$ cat src/rtl/vram_bus_pkg.sv
// vram_bus_pkg
//   Shared widths, request-size encodings, queue/return-stage record types and
//   lane helpers for the VRAM bus master and its request queue.
package vram_bus_pkg;

    localparam int unsigned VRAM_ADDR_W = 17;  // host byte address
    localparam int unsigned BUS_ADDR_W  = 15;  // RAM word address
    localparam int unsigned DATA_W      = 32;

    typedef enum logic [1:0] {
        SIZE_BYTE    = 2'd0,
        SIZE_HALF    = 2'd1,
        SIZE_WORD    = 2'd2,
        SIZE_ILLEGAL = 2'd3
    } size_e;

    // One queued host request.
    typedef struct packed {
        logic                   write;
        size_e                  size;
        logic [VRAM_ADDR_W-1:0] addr;
        logic [DATA_W-1:0]      wrdata;
    } req_t;

    localparam int unsigned REQ_W = $bits(req_t);

    // What the return stage needs to right-align a read word.
    typedef struct packed {
        logic [1:0] lane;
        size_e      size;
    } ret_t;

    // Byte enables for an access of the given size starting at byte lane 'lane'.
    function automatic logic [3:0] lane_mask(input size_e size, input logic [1:0] lane);
        logic [3:0] mask;
        mask = 4'b0000;
        case (size)
            SIZE_BYTE: mask = 4'b0001 << lane;
            SIZE_HALF: mask = 4'b0011 << lane;
            SIZE_WORD: mask = 4'b1111;
            default:   mask = 4'b0000;
        endcase
        return mask;
    endfunction

    // Keeps only the bits a right-aligned result of this size may use.
    function automatic logic [DATA_W-1:0] size_mask(input size_e size);
        logic [DATA_W-1:0] mask;
        mask = '0;
        case (size)
            SIZE_BYTE: mask = 32'h0000_00ff;
            SIZE_HALF: mask = 32'h0000_ffff;
            SIZE_WORD: mask = 32'hffff_ffff;
            default:   mask = '0;
        endcase
        return mask;
    endfunction

    // Size 3, or an access not naturally aligned to its own size.
    function automatic logic req_illegal(input size_e size, input logic [1:0] lane);
        logic bad;
        bad = 1'b0;
        case (size)
            SIZE_BYTE:    bad = 1'b0;
            SIZE_HALF:    bad = lane[0];
            SIZE_WORD:    bad = |lane;
            SIZE_ILLEGAL: bad = 1'b1;
            default:      bad = 1'b1;
        endcase
        return bad;
    endfunction

endpackage

$ cat src/rtl/sync_fifo.sv
// sync_fifo
//   Single-clock FIFO used as the host request queue. DEPTH must be a power of
//   two so the read/write pointers wrap naturally. Push while full and pop while
//   empty are ignored. Push and pop in the same cycle leave the count unchanged.
// Ports
//   clk    in   clock, rising edge
//   rst_n  in   synchronous reset, active low (empties the queue)
//   push   in   write wdata at the tail
//   wdata  in   WIDTH-bit entry
//   pop    in   drop the head entry
//   rdata  out  head entry (meaningless while empty)
//   full   out  DEPTH entries held
//   empty  out  no entries held
module sync_fifo #(
    parameter int unsigned WIDTH = 8,
    parameter int unsigned DEPTH = 2
) (
    input  logic             clk,
    input  logic             rst_n,
    input  logic             push,
    input  logic [WIDTH-1:0] wdata,
    input  logic             pop,
    output logic [WIDTH-1:0] rdata,
    output logic             full,
    output logic             empty
);

    localparam int unsigned PTR_W = (DEPTH > 1) ? $clog2(DEPTH) : 1;
    localparam int unsigned CNT_W = $clog2(DEPTH + 1);

    logic [WIDTH-1:0] mem_q [DEPTH];
    logic [PTR_W-1:0] wr_ptr_q, wr_ptr_d;
    logic [PTR_W-1:0] rd_ptr_q, rd_ptr_d;
    logic [CNT_W-1:0] count_q, count_d;
    logic             do_push, do_pop;

    always_comb begin
        full     = (count_q == CNT_W'(DEPTH));
        empty    = (count_q == '0);
        do_push  = push & ~full;
        do_pop   = pop & ~empty;
        wr_ptr_d = wr_ptr_q;
        rd_ptr_d = rd_ptr_q;
        count_d  = count_q;
        if (do_push) begin
            wr_ptr_d = wr_ptr_q + PTR_W'(1);
        end
        if (do_pop) begin
            rd_ptr_d = rd_ptr_q + PTR_W'(1);
        end
        case ({do_push, do_pop})
            2'b10:   count_d = count_q + CNT_W'(1);
            2'b01:   count_d = count_q - CNT_W'(1);
            default: count_d = count_q;
        endcase
        rdata = mem_q[rd_ptr_q];
    end

    always_ff @(posedge clk) begin
        if (!rst_n) begin
            wr_ptr_q <= '0;
            rd_ptr_q <= '0;
            count_q  <= '0;
        end else begin
            wr_ptr_q <= wr_ptr_d;
            rd_ptr_q <= rd_ptr_d;
            count_q  <= count_d;
        end
    end

    // Storage needs no reset: entries are only read once count says they exist.
    always_ff @(posedge clk) begin
        if (do_push) begin
            mem_q[wr_ptr_q] <= wdata;
        end
    end

endmodule

$ cat src/rtl/vram_bus_master.sv
// vram_bus_master
//   Initiator on the main-RAM slave bus. Host byte/halfword/word requests are
//   checked for alignment, queued, then issued one per granted cycle as word
//   accesses with lane steering. Read words come back one cycle after the
//   address and are right-aligned into rsp_rddata, pulsed with rsp_valid.
// Ports
//   clk, rst_n           clock; synchronous active-low reset
//   req_valid/req_ready  host handshake (ready = queue not full)
//   req_write/size/addr/wrdata  host request fields, write data right-aligned
//   req_err              1-cycle pulse: accepted request was illegal and dropped
//   rsp_valid/rsp_rddata 1-cycle read response, right-aligned, zero-extended
//   bus_gnt              arbiter grant for this cycle
//   bus_addr/wrdata/wrbytesel/write  RAM access, driven combinationally from queue head
//   bus_rddata           RAM read word, valid the cycle after the address
module vram_bus_master
    import vram_bus_pkg::*;
#(
    parameter int unsigned VRAM_SIZE_BYTES = 131072,
    parameter int unsigned QUEUE_DEPTH     = 2
) (
    input  logic                   clk,
    input  logic                   rst_n,
    input  logic                   req_valid,
    output logic                   req_ready,
    input  logic                   req_write,
    input  logic [1:0]             req_size,
    input  logic [VRAM_ADDR_W-1:0] req_addr,
    input  logic [DATA_W-1:0]      req_wrdata,
    output logic                   req_err,
    output logic                   rsp_valid,
    output logic [DATA_W-1:0]      rsp_rddata,
    input  logic                   bus_gnt,
    output logic [BUS_ADDR_W-1:0]  bus_addr,
    output logic [DATA_W-1:0]      bus_wrdata,
    output logic [3:0]             bus_wrbytesel,
    output logic                   bus_write,
    input  logic [DATA_W-1:0]      bus_rddata
);

    // Word-address wrap for the configured RAM size.
    localparam logic [BUS_ADDR_W-1:0] WORD_MASK = BUS_ADDR_W'((VRAM_SIZE_BYTES / 4) - 1);

    req_t                  in_req;
    req_t                  head;
    logic [REQ_W-1:0]      head_raw;
    logic [1:0]            head_lane;
    logic                  q_full, q_empty;
    logic                  accept, in_illegal, push, issue;

    logic [BUS_ADDR_W-1:0] addr_q;
    ret_t                  ret_q, ret_d;
    logic                  ret_valid_q, ret_valid_d;
    logic [DATA_W-1:0]     rsp_rddata_q, rsp_rddata_d;
    logic                  rsp_valid_q;
    logic                  req_err_q, req_err_d;

    // ---------------------------------------------------------------- accept
    always_comb begin
        in_req.write  = req_write;
        in_req.size   = size_e'(req_size);
        in_req.addr   = req_addr;
        in_req.wrdata = req_wrdata;
        in_illegal    = req_illegal(in_req.size, req_addr[1:0]);
        // No bypass: a pop in the same cycle does not make room for this request.
        req_ready     = rst_n & ~q_full;
        accept        = req_valid & req_ready;
        push          = accept & ~in_illegal;
        req_err_d     = accept & in_illegal;
    end

    sync_fifo #(
        .WIDTH (REQ_W),
        .DEPTH (QUEUE_DEPTH)
    ) u_req_fifo (
        .clk   (clk),
        .rst_n (rst_n),
        .push  (push),
        .wdata (in_req),
        .pop   (issue),
        .rdata (head_raw),
        .full  (q_full),
        .empty (q_empty)
    );

    // ----------------------------------------------------------------- issue
    always_comb begin
        head          = req_t'(head_raw);
        head_lane     = head.addr[1:0];
        // Gating with rst_n keeps every bus output quiet while reset is held.
        issue         = rst_n & ~q_empty & bus_gnt;
        bus_addr      = rst_n ? addr_q : '0;
        bus_write     = 1'b0;
        bus_wrbytesel = 4'b0000;
        bus_wrdata    = '0;
        ret_valid_d   = 1'b0;
        ret_d         = ret_q;
        if (issue) begin
            bus_addr = head.addr[VRAM_ADDR_W-1:2] & WORD_MASK;
            if (head.write) begin
                bus_write     = 1'b1;
                bus_wrbytesel = lane_mask(head.size, head_lane);
                bus_wrdata    = head.wrdata << {head_lane, 3'b000};
            end else begin
                ret_valid_d = 1'b1;
                ret_d.lane  = head_lane;
                ret_d.size  = head.size;
            end
        end
    end

    // ---------------------------------------------------------------- return
    always_comb begin
        rsp_rddata_d = rsp_rddata_q;
        if (ret_valid_q) begin
            rsp_rddata_d = (bus_rddata >> {ret_q.lane, 3'b000}) & size_mask(ret_q.size);
        end
    end

    always_ff @(posedge clk) begin
        if (!rst_n) begin
            addr_q       <= '0;
            ret_valid_q  <= 1'b0;
            ret_q        <= '{lane: 2'd0, size: SIZE_BYTE};
            rsp_valid_q  <= 1'b0;
            rsp_rddata_q <= '0;
            req_err_q    <= 1'b0;
        end else begin
            addr_q       <= bus_addr;
            ret_valid_q  <= ret_valid_d;
            ret_q        <= ret_d;
            rsp_valid_q  <= ret_valid_q;
            rsp_rddata_q <= rsp_rddata_d;
            req_err_q    <= req_err_d;
        end
    end

    assign rsp_valid  = rsp_valid_q;
    assign rsp_rddata = rsp_rddata_q;
    assign req_err    = req_err_q;

endmodule

$ cat config.mk
export PLATFORM = sky130hd
export DESIGN_NAME = vram_bus_master
export DESIGN_NICKNAME = d
export VERILOG_FILES = /design/src/rtl/vram_bus_pkg.sv /design/src/rtl/sync_fifo.sv /design/src/rtl/vram_bus_master.sv
export SDC_FILE = /design/constraint.sdc
export NUM_CORES = 1
export LEC_CHECK = 0
export ABC_AREA = 1
export CAP_MARGIN = 20
export CORE_UTILIZATION = 50
export CTS_BUF_LIST = sky130_fd_sc_hd__clkbuf_8 sky130_fd_sc_hd__clkbuf_16
export DETAILED_ROUTE_END_ITERATION = 12
export PLACE_DENSITY = 0.81
export SLEW_MARGIN = 40
export SYNTH_ARGS = -nofsm -noshare
export SYNTH_HDL_FRONTEND = slang
export SYNTH_SLANG_ARGS = --single-unit
$ cat constraint.sdc
create_clock -name clk -period 4.51 [get_ports clk]
set_clock_uncertainty 0.2 [all_clocks]
set_input_delay 0.902 -clock clk [delete_from_list [all_inputs] [get_ports clk]]
set_output_delay 0.902 -clock clk [all_outputs]
set_load 0.03 [all_outputs]
==> impl_metrics.py, run 1 <==
metrics = {
    "status": {
        "status": "completed",
    },
    "synth": {
        "synth-seq-cells": 163,
        "synth_edf_count": 104,
        "synthXorXnorAreaFrac": 0.00121,
        "synth_top_cell_area_share": 0.432,
        "synthesis.area_sq_um": 7240,
        "synth_top_family_by_area": "simple AND/OR/NAND/NOR gates",
        "yosys_warnings": 0,
        "muxShareOfSynthArea": 0.0125,
        "synthSimpleGateAreaFrac": 0.272,
        "synth_compound_area_frac": 0.0666,
        "ys_types": 29,
        "ys.flop_type": "edfxtp_1",
        "ys_seq_area_frac": 0.595,
        "async_flop_share": 0,
        "synth_nets": 910,
        "synth_fa_ha_area_frac": 0.00519,
        "netlist_instances": 819,
        "synth_top_area_cell": "edfxtp_1",
        "synth_area_leaders": "edfxtp_1 (43%), nand2_1 (18%), dfxtp_1 (16%), nand3_1 (5.3%), a21oi_1 (3.7%)",
        "synth.avg_cell_area_sq_um": 8.83,
    },
    "clock_tree": {
        "cts_tree": "done",
        "clkSinkCount": 163,
        "cts_resized": 0,
        "cts-htree-levels": 4,
        "ctsHoldBuffers": 0,
        "clkLatencyLatePin_ps": 420,
        "cts_setup_buffers": 0,
        "clkTransAtPathRegs_ps": 60,
        "root_buffer": "clkbuf_16",
        "cts_buffers": 17,
        "cts_buffer_depth": 2,
    },
    "timing": {
        "min_period_over_period": 0.876,
        "hold_viol_final": 0,
        "finalMaxSlewViolations": 0,
        "period_needed_ps": 3950,
        "finalSetupViolCount": 0,
        "slew_headroom": 0.537,
        "rsz0062_at_grt": "false",
        "finalSetupTns_ps": 0,
        "setup_ws_ps": 558,
        "worst_pin_slew_ps": 694,
        "max_freq_ghz": 0.253,
        "fin_hold_ws_ps": 266,
    },
    "pwr": {
        "switchingPower_mw": 0.792,
        "p_per_area_nw_per_um2": 347,
        "power_leakage_nw": 3.89,
        "internal-power_mw": 2.50,
        "combPwrFrac": 0.103,
        "ir_drop_mv": 0.304,
        "seqPwrFrac": 0.496,
        "swShare": 0.241,
        "clkPwrFrac": 0.401,
    },
    "layout": {
        "nets": 1062,
        "drive_gt1_frac": 0.108,
        "final_area_sq_um": 9480,
        "syn2layout_area_growth_pct": 31.0,
        "diodes": 0,
        "instances_no_fill": 1164,
    },
    "die": {
        "ios": 175,
        "dieArea_sq_um": 15000,
        "die_w_um": 122,
        "start_util": 0.517,
        "core_sq_um": 14000,
        "die_h_um": 122,
        "num_rows": 43,
    },
    "routing": {
        "post-route-drc-count": 0,
        "drtIter0Drc": 521,
        "antenna_left": 0,
        "vias": 6073,
        "dr.pass1.iters": 5,
        "vias_per_cell": 5.22,
        "post_drt_wl_per_cell_um": 14.7,
        "wl_um": 17100,
    },
    "critical_path": {
        "critPathSlowestCell": "clkdlybuf4s50_1",
        "critical_path_class": "primary input to primary output",
        "crit_chain": "clkdlybuf4s50_1, nand3_4, nor2_8, nand2_2, a21oi_1, buf_4",
        "slowest_delay_ps": 520,
        "end_kind": "primary output",
        "crit_required_ps": 3410,
        "critPathArrivalTime_ps": 2850,
        "crit_path_max_fanout": 32,
        "critPathLaunchType": "primary input",
    },
    "place": {
        "place_area_sq_um": 8930,
        "place_ws_ps": 572,
        "placedCellCount": 1132,
        "portBuffers": 174,
        "routabilityCongestion": 0.915,
        "place_hpwl_um": 11600,
    },
    "grt": {
        "grt_max_degree": 43,
        "grt_usage": 0.229,
        "grt_overflow_total": 0,
        "grt_pass1_vias": 5424,
        "antenna_found_initial": 0,
        "grt_pass1_wl_um": 26000,
    },
    "job": {
        "max_cap_viol_count": 0,
    },
    "min_path": {
        "min_path_type": "flop to flop",
    },
}
stage by stage:
stage / total power, mW / utilization
CTS: 3.31 / 0.678
finish: 3.29 / 0.678
global route: 3.41 / 0.678
floorplan: 1.86 / -
global placement: 2.00 / 0.638
detailed placement: 2.00 / 0.638
sequential cells by signal (all words and copies together), names as in the netlist, named ones only:
signal               cells
u_req_fifo.wr_ptr_q      1
addr_q                  15
u_req_fifo.mem_q       104
req_err                  1
rsp_valid                1
u_req_fifo.rd_ptr_q      1
rsp_rddata              32
ret_valid_q              1
u_req_fifo.count_q       2
ret_q                    4
worst max-delay path, delay by kind of cell:
family | cells | cell delay, ps
and+or+nand+nor | 3 | 1020
buffers and inverters | 2 | 700
AOI/OAI and AO/OA | 1 | 200
synth_stat cells (3+ instances only):
| cell | instances |
|---|---|
| inv_1 | 21 |
| mux2i_1 | 9 |
| a21oi_1 | 53 |
| buf_2 | 21 |
| nand3_1 | 77 |
| nor2_1 | 43 |
| nand2_2 | 4 |
| o31ai_1 | 12 |
| buf_6 | 3 |
| ha_1 | 3 |
| buf_4 | 7 |
| edfxtp_1 | 104 |
| clkbuf_1 | 12 |
| nand2_1 | 354 |
| o21ai_0 | 20 |
| dfxtp_1 | 59 |
worst paths after layout:
path | endpoint | startpoint | slack [ps] | depth (start not counted)
setup / recovery | bus_wrdata[13] | rst_n | 560 | 6
hold / removal | rsp_rddata[21]$_SDFFE_PN0P_ | rsp_rddata[21]$_SDFFE_PN0P_ | 270 | 2
setup reg to reg | ret_q[3]$_SDFFE_PN0P_ | flop | 2220 | 6
hold reg to reg | rsp_rddata[21]$_SDFFE_PN0P_ | rsp_rddata[21]$_SDFFE_PN0P_ | 270 | 2
final cells by class:
class	instances	area, sq um
well taps	180	225
multi-input cells	585	2590
inverters	26	104
repair buffers	178	1700
flip-flops and latches	163	4310
clock buffers	19	464
clock inverters	13	85.1
fillers	1144	4510
power by group through the flow:
stage	Clock, mW	Sequential [mW]	Combinational, mW
floorplan	0	1.66	0.198
global placement	0	1.66	0.336
detailed placement	0	1.67	0.339
CTS	1.34	1.63	0.341
global route	1.40	1.64	0.374
finish	1.32	1.63	0.341
kinds of logic after synthesis:
| logic type | Yosys count |
|---|---|
| flops | 163 |
| fa+ha+maj | 3 |
| simple gates | 484 |
| compound gates | 88 |
| xor+xnor | 1 |
| mux | 9 |
| buf+inv | 71 |
layout by cell type, fill, tap and decap left out, types with 4 or more instances in the layout:
cell type	netlist	layout
nand2_1	354	354
buf_4	7	51
edfxtp_1	104	104
o31ai_1	12	12
a21oi_1	53	53
nor2_1	43	42
nand3_1	77	77
clkbuf_16	0	18
inv_2	2	5
inv_1	21	21
clkdlybuf4s50_1	0	122
o21ai_0	20	20
mux2i_1	9	9
buf_12	0	5
nand2_2	4	4
dfxtp_1	59	57
metal layers:
| layer | wire length, um | global-route usage | vias to the layer above | part of all wire |
|---|---|---|---|---|
| met5 | 0 | 0 | - | 0 |
| met4 | 409 | 0.0968 | 0 | 0.024 |
| met3 | 1300 | 0.0586 | 32 | 0.076 |
| met2 | 8250 | 0.376 | 266 | 0.48 |
| met1 | 7100 | 0.287 | 2748 | 0.42 |
| li1 | - | - | 3027 | - |
Power figures use the tool's default switching activity.
==> run 2: changes to the inputs <==
CTS_BUF_LIST = sky130_fd_sc_hd__clkbuf_4 sky130_fd_sc_hd__clkbuf_8 sky130_fd_sc_hd__clkbuf_16   (was sky130_fd_sc_hd__clkbuf_8 sky130_fd_sc_hd__clkbuf_16)
HOLD_SLACK_MARGIN = 0.1   (was not set)
==> run 2 against run 1 <==
Worst setup slack improved by 0.91 ps. Core utilization rose by 0.080 points. Final area grew 0.12%. Critical path type unchanged. Combinational power is essentially flat. Cell count is the same.
==> impl_metrics.py, run 2 (synthesized netlist as in run 1, its figures left out) <==
metrics = {
    "clock_tree": {
        "root_buffer": "clkbuf_16",
        "clkTransAtPathRegs_ps": 60,
        "cts_setup_buffers": 0,
        "cts_buffers": 17,
        "cts_resized": 0,
        "clkSinkCount": 163,
        "clkLatencyLatePin_ps": 420,
        "cts_buffer_depth": 2,
        "cts_tree": "done",
        "ctsHoldBuffers": 0,
        "cts-htree-levels": 4,
    },
    "min_path": {
        "hold_path_end": "rsp_rddata[21]$_SDFFE_PN0P_",
        "min_from": "rsp_rddata[21]$_SDFFE_PN0P_",
        "hold_path_depth": 2,
        "min_path_type": "flop to flop",
    },
    "routing": {
        "post-route-drc-count": 0,
        "antenna_left": 0,
        "wl_um": 17200,
        "vias_per_cell": 5.21,
        "vias": 6065,
        "drtIter0Drc": 479,
        "post_drt_wl_per_cell_um": 14.8,
        "dr.pass1.iters": 5,
    },
    "pwr": {
        "ir_drop_mv": 0.305,
        "p_per_area_nw_per_um2": 350,
        "power_leakage_nw": 3.89,
    },
    "critical_path": {
        "crit_required_ps": 3410,
        "r2r_slack_ps": 2240,
        "rr_endpoint": "ret_q[3]$_SDFFE_PN0P_",
        "path_buf_inv": 2,
        "crit_path_max_fanout": 32,
        "end_kind": "primary output",
        "cp_num_cells": 6,
        "critPathTopFamily": "simple AND/OR/NAND/NOR gates",
        "critical_path_class": "primary input to primary output",
        "crit_chain": "clkdlybuf4s50_1, nand3_4, nor2_8, nand2_2, a21oi_1, buf_4",
        "critPathArrivalTime_ps": 2850,
        "slowest_delay_ps": 520,
        "critPathSlowestCell": "clkdlybuf4s50_1",
        "critPathLaunchType": "primary input",
        "ff2ff_path_depth": 6,
    },
    "grt": {
        "grt_usage": 0.229,
        "grt_pass1_wl_um": 26000,
        "antenna_found_initial": 0,
        "grt_max_degree": 43,
        "grt_overflow_total": 0,
        "grt_pass1_vias": 5436,
    },
    "timing": {
        "finalSetupTns_ps": 0,
        "finalMaxSlewViolations": 0,
        "worst_pin_slew_ps": 671,
        "period_needed_ps": 3950,
        "hold_viol_final": 0,
        "min_period_over_period": 0.876,
        "slew_headroom": 0.552,
        "fin_hold_ws_ps": 266,
        "max_freq_ghz": 0.253,
        "finalSetupViolCount": 0,
        "rsz0062_at_grt": "false",
    },
    "place": {
        "place_hpwl_um": 11600,
        "portBuffers": 174,
        "routabilityCongestion": 0.915,
    },
    "layout": {
        "largest_register": "u_req_fifo.mem_q",
        "mostFrequentLayoutCells": "nand2_1 (354), clkdlybuf4s50_1 (122), edfxtp_1 (104)",
        "post-route-util": 0.679,
        "final_common_cell": "nand2_1",
        "largest_reg_flops": 104,
        "drive_gt1_frac": 0.111,
        "nets": 1062,
        "diodes": 0,
        "syn2layout_area_growth_pct": 31.2,
    },
    "die": {
        "dieArea_sq_um": 15000,
        "ios": 175,
        "die_w_um": 122,
        "start_util": 0.517,
        "die_h_um": 122,
        "core_sq_um": 14000,
        "num_rows": 43,
    },
    "job": {
        "max_cap_viol_count": 0,
    },
    "status": {
        "status": "completed",
    },
}
## run 2: cell count changes in the layout (fill, tap and decap cells not counted)
cell / delta
clkbuf_4: +3
inv_1: -3
## run 2: worst reg2reg max path: cells and delay by family (launching register included)
kind          cells  cell delay, ps
buf+inv           2             710
flops             1             670
simple gates      4             580
## run 2: final cells by class
class                   count  area (sq um)
inverters                  26           104
clock buffers              22           487
fillers                  1138          4500
multi-input cells         585          2590
well taps                 180           225
flip-flops and latches    163          4310
repair buffers            178          1700
clock inverters            10          73.8
## run 2: worst max path at each step
stage	start	to	slack, ps
floorplan	rst_n	u_req_fifo.mem_q[0][0]$_DFFE_PP_	260
global placement	rst_n	bus_wrbytesel[1]	620
detailed placement	rst_n	bus_wrdata[13]	570
CTS	rst_n	bus_wrdata[13]	580
global route	rst_n	bus_wrdata[13]	390
finish	rst_n	bus_wrdata[13]	560
## run 2: routing by layer
layer  up-vias  global-route usage  wire length, um
li1       3034                   -                -
met1      2741               0.286             7190
met2       253               0.379             8230
met3        37              0.0553             1310
met4         0              0.0960              471
met5         -                   0                0
## run 2: through the flow
step	area (sq um)	power (mW)	setup WS, ps	instances
CTS	9490	3.34	576	1164
floorplan	7240	1.86	264	819
detailed placement	8930	2.00	572	1132
global placement	8930	2.00	618	1132
finish	9490	3.32	558	1164
global route	9490	3.43	395	1164
## run 2: where the power goes
part	internal, mW	leakage [nW]	switching [mW]
clock network	0.772	0.274	0.572
registers	1.62	1.42	0.0166
logic	0.137	2.19	0.204
==> run 3: changes to the inputs <==
SLEW_MARGIN = not set   (was 40)
==> run 3 against run 2 <==
Sequential share of layout area down 0.16 points. Clock power about the same. Count of clock-buffer cells in the layout down 1. Combinational power about the same. Routed wire length down 0.19%. Non-clock buffer count up 1. Maximum frequency down 0.34%. Highest routed layer unchanged. Power up 0.59%.
==> impl_metrics.py, run 3 (synthesized netlist as in run 1, its figures left out) <==
metrics = {
    "grt": {
        "grt_overflow_total": 0,
        "grt_pass1_vias": 5503,
        "grt_pass1_wl_um": 26400,
        "grt_max_degree": 43,
        "grt_usage": 0.232,
        "antenna_found_initial": 0,
    },
    "routing": {
        "drtIter0Drc": 540,
        "wl_um": 17200,
        "met2_length_um": 8300,
        "antenna_left": 0,
        "post_drt_wl_per_cell_um": 14.7,
        "routed.top_layer": "met4",
        "met1Wirelength_um": 7130,
        "post-route-drc-count": 0,
        "dr.pass1.iters": 5,
        "wl_met3_um": 1320,
        "vias": 6045,
        "vias_per_cell": 5.19,
    },
    "layout": {
        "largest_register": "u_req_fifo.mem_q",
        "diodes": 0,
        "syn2layout_area_growth_pct": 31.6,
        "mostFrequentLayoutCells": "nand2_1 (354), clkdlybuf4s50_1 (122), edfxtp_1 (104)",
        "final_common_cell": "nand2_1",
        "drive_gt1_frac": 0.108,
        "largest_reg_flops": 104,
        "instances_no_fill": 1165,
        "nets": 1063,
    },
    "clock_tree": {
        "cts-htree-levels": 4,
        "ctsHoldBuffers": 0,
        "cts_buffers": 17,
        "cts_resized": 0,
        "clkLatencyLatePin_ps": 420,
        "cts_setup_buffers": 0,
        "cts_buffer_depth": 2,
        "clkSinkCount": 163,
        "cts_tree": "done",
        "clkTransAtPathRegs_ps": 60,
        "root_buffer": "clkbuf_16",
    },
    "critical_path": {
        "critical_path_class": "primary input to primary output",
        "timing.rr.start": "ret_q[2]$_SDFFE_PN0P_",
        "critPathLaunchType": "primary input",
        "end_kind": "primary output",
        "crit_path_max_fanout": 32,
        "r2r_slack_ps": 2030,
        "crit_required_ps": 3410,
        "startpoint": "rst_n",
        "critPathArrivalTime_ps": 2860,
    },
    "timing": {
        "max_freq_ghz": 0.252,
        "hold_viol_final": 0,
        "setup_ws_ps": 545,
        "finalSetupViolCount": 0,
        "finalMaxSlewViolations": 0,
        "period_needed_ps": 3970,
        "rsz0062_at_grt": "false",
        "fin_hold_ws_ps": 257,
        "finalSetupTns_ps": 0,
        "slew_headroom": 0.332,
        "min_period_over_period": 0.879,
        "worst_pin_slew_ps": 1000,
    },
    "die": {
        "num_rows": 43,
        "ios": 175,
        "start_util": 0.517,
        "die_h_um": 122,
        "core_sq_um": 14000,
        "die_w_um": 122,
        "dieArea_sq_um": 15000,
    },
    "job": {
        "max_cap_viol_count": 0,
    },
    "place": {
        "placedCellCount": 1132,
        "place_hpwl_um": 11600,
        "portBuffers": 174,
        "routabilityCongestion": 0.915,
        "place_ws_ps": 576,
    },
    "pwr": {
        "p_per_area_nw_per_um2": 351,
        "power_leakage_nw": 3.91,
        "ir_drop_mv": 0.260,
    },
    "min_path": {
        "min_path_type": "flop to flop",
        "min_from": "ret_valid_q$_SDFF_PN0_",
    },
    "status": {
        "status": "completed",
    },
}
-- run 3: final timing paths --
kind              depth (start not counted)                         end
setup reg to reg                          6  rsp_rddata[6]$_SDFFE_PN0P_
setup / recovery                          6              bus_wrdata[13]
hold reg to reg                           2        rsp_valid$_SDFF_PN0_
hold / removal                            2        rsp_valid$_SDFF_PN0_
-- run 3: where the power goes --
part	total, mW	internal, mW	switching, mW
Combinational	0.342	0.138	0.204
Clock	1.36	0.795	0.568
Sequential	1.63	1.62	0.0166
Total	3.34	2.55	0.788
-- run 3: area by class of cell --
cell class	instances	area, sq um
Clock buffer	21	462
Clock inverter	11	104
Fill cell	1130	4470
Inverter	26	103
Multi-Input combinational cell	585	2590
Sequential cell	163	4310
Tap cell	180	225
Timing Repair Buffer	179	1730
-- run 3: metrics by stage --
stage | cell area, sq um | total power [mW] | util
2_1_floorplan | 7240 | 1.86 | -
3_3_place_gp | 8930 | 2.00 | 0.638
3_5_place_dp | 8930 | 2.00 | 0.638
4_1_cts | 9500 | 3.35 | 0.679
5_1_grt | 9520 | 3.46 | 0.681
6_report | 9520 | 3.34 | 0.681
-- run 3: critical path, cell delays in order --
cell,delay [ps]
clkdlybuf4s50_1,520
nand3_4,310
nor2_8,430
nand2_2,280
a21oi_1,210
buf_4,180
-- run 3: routing by layer --
metal,up-vias,GRT usage
met2,250,0.392
met3,35,0.0562
li1,3029,-
met5,-,0
met1,2731,0.289
met4,0,0.0846
